File: src/rtl/pipe_pkg.sv
// Shared pipeline-control definitions: MDU state encoding, register-zero constant
// and the default multiply/divide latency.
package pipe_pkg;

  localparam int unsigned MDU_CNT_W       = 6;
  localparam int unsigned MDU_LAT_DEFAULT = 32;
  localparam logic [4:0]  REG_ZERO        = 5'd0;

  typedef enum logic {
    MDU_IDLE = 1'b0,
    MDU_BUSY = 1'b1
  } mdu_state_e;

  // Pipeline steering bundle produced by the hazard priority logic
  typedef struct packed {
    logic pc_stall;
    logic if_id_stall;
    logic if_id_flush;
    logic id_ex_flush;
  } hz_ctrl_t;

endpackage

File: src/rtl/hazard_ctrl_if.sv
// Hazard-unit bus: decode/execute status in, pipeline stall/flush controls out.
interface hazard_ctrl_if;

  logic [4:0] id_rs;
  logic [4:0] id_rt;
  logic       id_uses_rs;
  logic       id_uses_rt;
  logic       ex_mem_read;
  logic [4:0] ex_rt;
  logic       ex_branch_taken;
  logic       id_jump;
  logic       ex_mdu_start;
  logic       id_mdu_read;
  logic       pc_stall;
  logic       if_id_stall;
  logic       if_id_flush;
  logic       id_ex_flush;
  logic       mdu_busy;

  modport master (
    output id_rs, id_rt, id_uses_rs, id_uses_rt, ex_mem_read, ex_rt,
           ex_branch_taken, id_jump, ex_mdu_start, id_mdu_read,
    input  pc_stall, if_id_stall, if_id_flush, id_ex_flush, mdu_busy
  );

  modport slave (
    input  id_rs, id_rt, id_uses_rs, id_uses_rt, ex_mem_read, ex_rt,
           ex_branch_taken, id_jump, ex_mdu_start, id_mdu_read,
    output pc_stall, if_id_stall, if_id_flush, id_ex_flush, mdu_busy
  );

endinterface

File: src/rtl/hazard_ctrl_mdu_timer.sv
// Multiply/divide busy sequencer: counts MDU_LAT cycles after each issue,
// restarting on a new issue; only reset can abort a count.
module mdu_timer
  import pipe_pkg::*;
#(
  parameter int unsigned MDU_LAT = MDU_LAT_DEFAULT
) (
  input  logic clock,
  input  logic reset,
  input  logic start,
  output logic busy
);

  localparam logic [MDU_CNT_W-1:0] CNT_LOAD = MDU_CNT_W'(MDU_LAT - 1);

  mdu_state_e           state, state_nxt;
  logic [MDU_CNT_W-1:0] cnt, cnt_nxt;

  always_ff @(posedge clock) begin
    if (reset) begin
      state <= MDU_IDLE;
      cnt   <= '0;
    end else begin
      state <= state_nxt;
      cnt   <= cnt_nxt;
    end
  end

  always_comb begin
    state_nxt = state;
    cnt_nxt   = cnt;
    unique case (state)
      MDU_IDLE: begin
        if (start) begin
          state_nxt = MDU_BUSY;
          cnt_nxt   = CNT_LOAD;
        end
      end
      MDU_BUSY: begin
        if (start) begin
          cnt_nxt = CNT_LOAD;
        end else if (cnt == '0) begin
          state_nxt = MDU_IDLE;
        end else begin
          cnt_nxt = cnt - MDU_CNT_W'(1);
        end
      end
      default: begin
        state_nxt = MDU_IDLE;
        cnt_nxt   = '0;
      end
    endcase
  end

  assign busy = (state == MDU_BUSY);

endmodule

File: src/rtl/hazard_ctrl.sv
// Pipeline hazard unit: load-use and MDU-read stalls, branch/jump flushes.
// The MDU sequencer is built only when HAZARD_CTRL_MDU_EN is defined.
module hazard_ctrl
  import pipe_pkg::*;
#(
  parameter int unsigned MDU_LAT = MDU_LAT_DEFAULT
) (
  input  logic          clock,
  input  logic          reset,
  hazard_ctrl_if.slave  bus
);

  logic     load_use_c;
  logic     mdu_stall_c;
  logic     mdu_busy_q;
  hz_ctrl_t ctrl_c;

`ifdef HAZARD_CTRL_MDU_EN
  mdu_timer #(
    .MDU_LAT (MDU_LAT)
  ) u_mdu_timer (
    .clock (clock),
    .reset (reset),
    .start (bus.ex_mdu_start),
    .busy  (mdu_busy_q)
  );

  assign mdu_stall_c = mdu_busy_q & bus.id_mdu_read;
`else
  logic unused_mdu_in;

  assign mdu_busy_q    = 1'b0;
  assign mdu_stall_c   = 1'b0;
  assign unused_mdu_in = ^{bus.ex_mdu_start, bus.id_mdu_read, MDU_CNT_W'(MDU_LAT)};
`endif

  // A load into r0 never creates a dependency
  assign load_use_c = bus.ex_mem_read && (bus.ex_rt != REG_ZERO) &&
                      ((bus.id_uses_rs && (bus.id_rs == bus.ex_rt)) ||
                       (bus.id_uses_rt && (bus.id_rt == bus.ex_rt)));

  // Priority: reset > branch redirect > stall > jump flush
  always_comb begin
    ctrl_c = '0;
    if (reset) begin
      ctrl_c = '0;
    end else if (bus.ex_branch_taken) begin
      ctrl_c.if_id_flush = 1'b1;
      ctrl_c.id_ex_flush = 1'b1;
    end else if (load_use_c || mdu_stall_c) begin
      ctrl_c.pc_stall    = 1'b1;
      ctrl_c.if_id_stall = 1'b1;
      ctrl_c.id_ex_flush = 1'b1;
    end else if (bus.id_jump) begin
      ctrl_c.if_id_flush = 1'b1;
    end
  end

  assign bus.pc_stall    = ctrl_c.pc_stall;
  assign bus.if_id_stall = ctrl_c.if_id_stall;
  assign bus.if_id_flush = ctrl_c.if_id_flush;
  assign bus.id_ex_flush = ctrl_c.id_ex_flush;
  assign bus.mdu_busy    = mdu_busy_q;

endmodule
File: src/flat_wrapper.sv
// flat-port wrapper written by rule: the top's interface ports become plain ports
module hazard_ctrl_flat import pipe_pkg::*;
#(
  parameter int unsigned MDU_LAT = MDU_LAT_DEFAULT
)
  (clock, reset, bus_id_rs, bus_id_rt, bus_id_uses_rs, bus_id_uses_rt, bus_ex_mem_read, bus_ex_rt, bus_ex_branch_taken, bus_id_jump, bus_ex_mdu_start, bus_id_mdu_read, bus_pc_stall, bus_if_id_stall, bus_if_id_flush, bus_id_ex_flush, bus_mdu_busy);
  hazard_ctrl_if bus_i ();
  input  logic clock;
  input  logic reset;
  input wire logic [$bits(bus_i.id_rs)-1:0] bus_id_rs;
  input wire logic [$bits(bus_i.id_rt)-1:0] bus_id_rt;
  input wire logic [$bits(bus_i.id_uses_rs)-1:0] bus_id_uses_rs;
  input wire logic [$bits(bus_i.id_uses_rt)-1:0] bus_id_uses_rt;
  input wire logic [$bits(bus_i.ex_mem_read)-1:0] bus_ex_mem_read;
  input wire logic [$bits(bus_i.ex_rt)-1:0] bus_ex_rt;
  input wire logic [$bits(bus_i.ex_branch_taken)-1:0] bus_ex_branch_taken;
  input wire logic [$bits(bus_i.id_jump)-1:0] bus_id_jump;
  input wire logic [$bits(bus_i.ex_mdu_start)-1:0] bus_ex_mdu_start;
  input wire logic [$bits(bus_i.id_mdu_read)-1:0] bus_id_mdu_read;
  output wire logic [$bits(bus_i.pc_stall)-1:0] bus_pc_stall;
  output wire logic [$bits(bus_i.if_id_stall)-1:0] bus_if_id_stall;
  output wire logic [$bits(bus_i.if_id_flush)-1:0] bus_if_id_flush;
  output wire logic [$bits(bus_i.id_ex_flush)-1:0] bus_id_ex_flush;
  output wire logic [$bits(bus_i.mdu_busy)-1:0] bus_mdu_busy;
  assign bus_i.id_rs = bus_id_rs;
  assign bus_i.id_rt = bus_id_rt;
  assign bus_i.id_uses_rs = bus_id_uses_rs;
  assign bus_i.id_uses_rt = bus_id_uses_rt;
  assign bus_i.ex_mem_read = bus_ex_mem_read;
  assign bus_i.ex_rt = bus_ex_rt;
  assign bus_i.ex_branch_taken = bus_ex_branch_taken;
  assign bus_i.id_jump = bus_id_jump;
  assign bus_i.ex_mdu_start = bus_ex_mdu_start;
  assign bus_i.id_mdu_read = bus_id_mdu_read;
  assign bus_pc_stall = bus_i.pc_stall;
  assign bus_if_id_stall = bus_i.if_id_stall;
  assign bus_if_id_flush = bus_i.if_id_flush;
  assign bus_id_ex_flush = bus_i.id_ex_flush;
  assign bus_mdu_busy = bus_i.mdu_busy;
  hazard_ctrl #(.MDU_LAT(MDU_LAT)) u_core (.clock(clock), .reset(reset), .bus(bus_i));
endmodule
File: config.mk
export PLATFORM = sky130hd
export DESIGN_NAME = hazard_ctrl_flat
export DESIGN_NICKNAME = d
export VERILOG_FILES = /design/src/rtl/pipe_pkg.sv /design/src/rtl/hazard_ctrl_if.sv /design/src/rtl/hazard_ctrl_mdu_timer.sv /design/src/rtl/hazard_ctrl.sv /design/src/flat_wrapper.sv
export SDC_FILE = /design/constraint.sdc
export NUM_CORES = 1
export LEC_CHECK = 0
export ABC_AREA = 1
export CORE_AREA = 3 3 40 42
export DETAILED_ROUTE_END_ITERATION = 8
export DIE_AREA = 0 0 43 45
export GPL_ROUTABILITY_DRIVEN = 0
export GPL_TIMING_DRIVEN = 0
export SLEW_MARGIN = 20
export SYNTH_ARGS = -nofsm -noshare
export SYNTH_HDL_FRONTEND = slang
export SYNTH_SLANG_ARGS = --single-unit
File: constraint.sdc
create_clock -name vclk -period 0.88
set_input_delay 0.132 -clock vclk [all_inputs]
set_output_delay 0.132 -clock vclk [all_outputs]
set_load 0.02 [all_outputs]
======== Word level (Yosys, flattened, before mapping) ========
Index checks and enable logic that the tools add are counted.
word-level totals
  register bits after elaboration ......... 0
  input port bits ......................... 24
  logic and storage cells ................. 15
operators by class
  equality and inequality tests ........... 2
  reductions and logical operators ........ 6
  mux-type cells .......................... 7
operators with widths
  operator            number
  == test 5 bit       2
  two-way mux 2 bit   3
  nonzero test 5 bit  1
  logical AND 1 bit   4
  two-way mux 4 bit   1
  two-way mux 1 bit   3
  logical OR 1 bit    1

======== Depth between registers and ports, before layout ========
Gate-level depths: netlist of run 1.
  depth after elaboration ................. 7
  depth in mapped cells ................... 9
  mapped depth without buffers ............ 9

======== Least setup slack after synthesis of run 1 ========
No wires, ideal clock.
  path type ............................... in2out
  start ................................... input bus_ex_rt[3]
  end ..................................... output bus_pc_stall
  path buffers ............................ 1
  arrival ................................. 1.121 ns
  path slack .............................. -0.373 ns
  cell stages on the path ................. 9
  cells stage by stage .................... inv_1 > nand2_1 > nand2_1 > nor2_1 > nand3_1 > nand2_1 > nand3_1 > nor2_1 > buf_4
on the way
  word-level cells in the longest chain between the ends .. 7
ends and longest elaborated chain
  what                                         RTL line                              RTL
  from (decl)                                  flat_wrapper.sv:15                    input wire logic [$bits(bus_i.ex_rt)-1:0] bus_ex_rt;
  == test 5 bit, on equally long branches      hazard_ctrl.sv:39, hazard_ctrl.sv:40
  logical AND 1 bit, on equally long branches  hazard_ctrl.sv:39, hazard_ctrl.sv:40
  logical OR 1 bit                             hazard_ctrl.sv:39                     ((bus.id_uses_rs && (bus.id_rs == bus.ex_rt)) ||
  logical AND 1 bit *                          hazard_ctrl.sv:38                     assign load_use_c = bus.ex_mem_read && (bus.ex_rt != REG_ZERO) &&
  two-way mux 2 bit *                          hazard_ctrl.sv:50                     end else if (load_use_c || mdu_stall_c) begin
  two-way mux 2 bit *                          hazard_ctrl.sv:47                     end else if (bus.ex_branch_taken) begin
  two-way mux 4 bit *                          hazard_ctrl.sv:45                     if (reset) begin
  to (decl)                                    flat_wrapper.sv:20                    output wire logic [$bits(bus_i.pc_stall)-1:0] bus_pc_stall;
Every way passes the cells marked *; elsewhere a longest branch is shown, timed or not.

======== Worst setup path in the final report of run 1 ========
  start ................................... input bus_ex_rt[2]
  end ..................................... output bus_pc_stall
Same word-level chain as after synthesis.

==> impl_metrics.tcl, run 1 <==
set metrics [dict create \
    irDropWorstVdd_uv 185.7 \
    first_pass_iters 3 \
    synth_area_um2 274.0 \
    synth_most_common_cell "nand2_1" \
    regArea_um2 0 \
    syn_nets 92 \
    rsz0062_at_grt "true" \
    crit_chain "buf_8 > inv_6 > nand2_2 > nand2_1 > nor2_1 > nand3_1 > nand2_2 > nand3_4 > nor2_4 > buf_6 > buf_6" \
    wl_per_cell_um 6.991 \
    multi_input_area_um2 241.5 \
    drt_wl_total_um 755 \
    finalInstanceArea_um2 641.9 \
    worstPathRequired_ps 750 \
    status "finished, violations left" \
    layout_setup_ws_ps -280.3 \
    power_density_nw_per_um2 408.6 \
    synth.distinct_cells 11 \
    grt_pass1_wl_mm 1.255 \
    die_width_um 43 \
    area_growth_pct 134.2 \
    core_region_area_um2 1285 \
    drt_iter0_drc 3 \
    grt_start_max_net_pins 5 \
    grt_pass1_vias 336 \
    path_buf_inv 4 \
    postPlaceCellArea_um2 605.6 \
    nFlopsAndLatches 0 \
    drv_slew 0 \
    clock.fmax_ghz 0.8619 \
    yosysSeqAreaShare 0 \
    die_h_um 45 \
    critical-path-top-delay-family "simple AND/OR/NAND/NOR gates" \
    cpMaxStageDelayCell "nor2_4" \
    grt_use_total 0.07711 \
    worstHoldStart "reset" \
    final_hold_viol_count 0 \
    crit_arrival_ps 1030 \
    drtAntennaViolNets 0 \
    num-fill-cells 141 \
    end_kind "output port" \
    antenna_cells 0 \
    synth_top_area_cell "nand2_1" \
    min_period_ps 1160 \
    initial_core_util 0.2132 \
    startpoint "bus_ex_rt[2]" \
    drc 0 \
    syn_inst 68 \
    max_stage_delay_ps 110 \
    clock_buffers 0 \
    fin_crit_sh 1.318 \
    setup_viol 4 \
    crit_type "input pin to output port" \
    drv_cap 0 \
    syn_avg_cell_area_um2 4.030 \
    io_buffers 25 \
    violations "setup timing" \
    hp-class "input pin to output port" \
    dp_worst_setup_slack_ps -1360 \
    dieArea_um2 1935 \
    rows 13 \
    layout-drive-gt1-share 0.4839 \
    synth_top_area_frac 0.4110 \
    grt_overflow 0 \
    p_leak_nw 0.3663 \
    cts_setup_buffers 0 \
    vias 426 \
    ys.warnings.count 0 \
    yosys-top-cells-area "nand2_1 (41%), inv_1 (21%), nor2_1 (15%)" \
    worstSetupStartpointType "input pin" \
    path_max_fanout 3 \
    via_per_inst 3.944 \
    ys_top_cells_by_count "nand2_1 (30), inv_1 (15), nor2_1 (11), nand3_1 (3)" \
    io_pins 29 \
    antenna_found_initial 0 \
    nets 119 \
    detailed_place_hpwl_um 662 \
]
[worst min-delay path: cells and delay by family]
family / cells / cell delay [ps]
AND/OR/NAND/NOR: 1 / 50
buffers and inverters: 2 / 440
[worst paths after layout]
| kind | end | slack, ps | cells after the start |
|---|---|---|---|
| worst max-delay path | bus_pc_stall | -280 | 11 |
| worst min-delay path | bus_if_id_stall | 750 | 3 |
[cell usage in the layout (no fill, tap or decap)]
cell             Yosys  routed
clkdlybuf4s50_1      0       1
dlygate4sd2_1        0       3
buf_2                0       4
conb_1               1       1
buf_4                2       2
inv_12               0       1
buf_8                0       3
nand3_4              0       1
a21oi_2              0       1
nand3_1              3       2
nor2_4               0       1
clkdlybuf4s15_1      0       2
inv_6                0       1
nor2_1              11       9
nand2_2              1       9
o21ai_1              0       1
inv_8                0       2
nand4_1              1       1
inv_1               15       6
buf_12               0       1
inv_2                2       5
inv_4                0       2
nand2_1             30      22
buf_6                0      11
nor2_2               0       1
[layer usage]
layer / up-vias / global-route usage / wire length [µm]
li1: 242 / - / -
met1: 166 / 0.1143 / 353
met2: 18 / 0.1228 / 302
met3: 0 / 0.01594 / 99
met4: 0 / 0 / 0
met5: - / 0 / 0
[through the flow]
stage | power, mW | cells | TNS, ps | utilization | hold slack (ps)
after floorplan | 0.1042 | 68 | -189.7 | - | 295.5
after global placement | 0.2475 | 108 | -5046 | 0.4713 | 1374
after detailed placement | 0.2475 | 108 | -5070 | 0.4713 | 1376
after CTS | 0.2519 | 108 | -985.6 | 0.4781 | 751.2
after global routing | 0.2888 | 108 | -1339 | 0.4995 | 766.8
final | 0.2622 | 108 | -948.4 | 0.4995 | 745.3
[report_power, final]
group | total [mW] | internal, mW | switching (mW) | leakage (nW)
clock network | 0 | 0 | 0 | 0
registers | 0 | 0 | 0 | 0
logic | 0.262 | 0.144 | 0.118 | 0.366
[cell families (layout without fill, tap and decap cells)]
| logic type | Yosys count | in the layout | synth area share |
|---|---|---|---|
| AND/OR/NAND/NOR | 46 | 46 | 0.6621 |
| buffers and inverters | 19 | 44 | 0.2877 |
| AO/OA/AOI/OAI | 2 | 2 | 0.03649 |
| other | 1 | 1 | 0.01369 |
[cell type report]
type / count / area share
Timing Repair Buffer: 25 / 0.4074
Multi-Input combinational cell: 49 / 0.3762
Buffer: 2 / 0.02924
Tap cell: 15 / 0.02924
Inverter: 17 / 0.1579
[repair_timing]
item	CTS	global route
setup endpoints to repair	4	4
pin swaps	25	14
hold buffers	0	0
gates resized for setup	116	8
No activity file was read; power rests on OpenSTA's default activity.
==> inputs of run 2 (changes only) <==
clock period = 1.15 ns   (was 0.88 ns; I/O delays follow)
==> impl_metrics.tcl, run 2 (synthesized netlist as in run 1, its figures left out) <==
set metrics [dict create \
    status "finished, violations left" \
    violations "setup timing" \
    worstPathRequired_ps 980 \
    die_width_um 43 \
    layout_commonest_cell "nand2_1" \
    worstSetupStartpointType "input pin" \
    crit_arrival_ps 1100 \
    cts_hold_buf 0 \
    power.switching_mw 0.08546 \
    dp_worst_setup_slack_ps -1084 \
    multi_input_area_um2 240.2 \
    grt_pass1_vias 366 \
    grt_start_max_net_pins 5 \
    total_power_mw 0.1942 \
    grt_overflow 0 \
    startpoint "bus_ex_branch_taken" \
    swShare 0.4401 \
    p_seq_frac 0 \
    clock.fmax_ghz 0.7867 \
    drtAntennaViolNets 0 \
    wl_per_cell_um 7.630 \
    grt_pass1_wl_mm 1.400 \
    irDropWorstVdd_uv 138.9 \
    p_clk_frac 0 \
    io_buffers 25 \
    dieArea_um2 1935 \
    drt_iter0_drc 3 \
    finalInstanceArea_um2 614.3 \
    initial_core_util 0.2132 \
    min_period_ps 1271 \
    cts_setup_buffers 0 \
    clock_buffers 0 \
    antenna_cells 0 \
    rows 13 \
    fin_crit_sh 1.105 \
    die_h_um 45 \
    drv_slew 0 \
    rsz0062_at_grt "true" \
    setup_viol 4 \
    core_region_area_um2 1285 \
    via_per_inst 3.991 \
    crit_type "input pin to output port" \
    layout_common_cells "nand2_1 (20), buf_6 (12), nand2_2 (11), inv_1 (8), nor2_1 (7)" \
    grt_use_total 0.08706 \
    postPlaceCellArea_um2 559.3 \
    path_max_fanout 2 \
    drv_cap 0 \
    hp-class "input pin to output port" \
    nets 119 \
    num-fill-cells 150 \
    p_leak_nw 0.3587 \
    final_hold_viol_count 0 \
    nFlopsAndLatches 0 \
    power_density_nw_per_um2 316.1 \
    regArea_um2 0 \
    p_comb_frac 1.000 \
    io_pins 29 \
    end_kind "output port" \
    detailed_place_hpwl_um 714.2 \
    vias 431 \
    antenna_found_initial 0 \
    worstHoldStart "bus_ex_rt[4]" \
    drc 0 \
    internal_power_mw 0.1087 \
    layout_setup_ws_ps -121.1 \
    area_growth_pct 124.2 \
    first_pass_iters 2 \
    drt_wl_total_um 824 \
    layout-drive-gt1-share 0.5054 \
]
## run 2: changes by cell type in the layout (fill, tap and decap cells not counted), moves of 2 or more
cell	before	now
clkdlybuf4s50_1	1	3
nor2_2	1	3
nand2_2	9	11
inv_1	6	8
nand2_1	22	20
dlygate4sd2_1	3	1
inv_8	2	0
inv_4	2	5
nor2_1	9	7
## run 2: path summary, 6_finish.rpt
path                          end  cells past startpoint  slack (ps)
setup / recovery     bus_pc_stall                      6        -120
hold / removal    bus_id_ex_flush                      6         880
## run 2: through the flow
step           hold slack [ps]  std cells    util  TNS, ps
2_1_floorplan            376.5         68       -        0
3_3_place_gp              1453        108  0.4352    -3977
3_5_place_dp              1445        108  0.4352    -3963
4_1_cts                  884.2        108  0.4148   -352.2
5_1_grt                  940.6        108  0.4781   -566.6
6_report                 882.1        108  0.4781   -274.8
## run 2: area by class of cell
class	instances	share of cell area
Timing Repair Buffer	25	0.4236
Multi-Input combinational cell	49	0.3910
Inverter	17	0.1242
Buffer	2	0.03055
Tap cell	15	0.03055
## run 2: worst max-delay path, cell delays in order
cell	delay, ps
clkdlybuf4s50_1	410
inv_1	80
nand3_2	100
nor2_4	130
buf_6	100
buf_6	100
## run 2: timing repair
item	in CTS	in global routing
gates cloned	0	0
setup endpoints to repair	4	4
pin swaps	27	22
gates resized for setup	101	30
## run 2: metal layers
metal	track usage	wire length, µm
met3	0.007968	59
met2	0.1467	383
met5	0	0
met4	0	0
met1	0.1286	381
## run 2: power by group through the flow
stage	Combinational [mW]	Sequential, mW	Clock [mW]
global route	0.214	0	0
detailed placement	0.169	0	0
finish	0.194	0	0
global placement	0.169	0	0
floorplan	0.0694	0	0
CTS	0.162	0	0
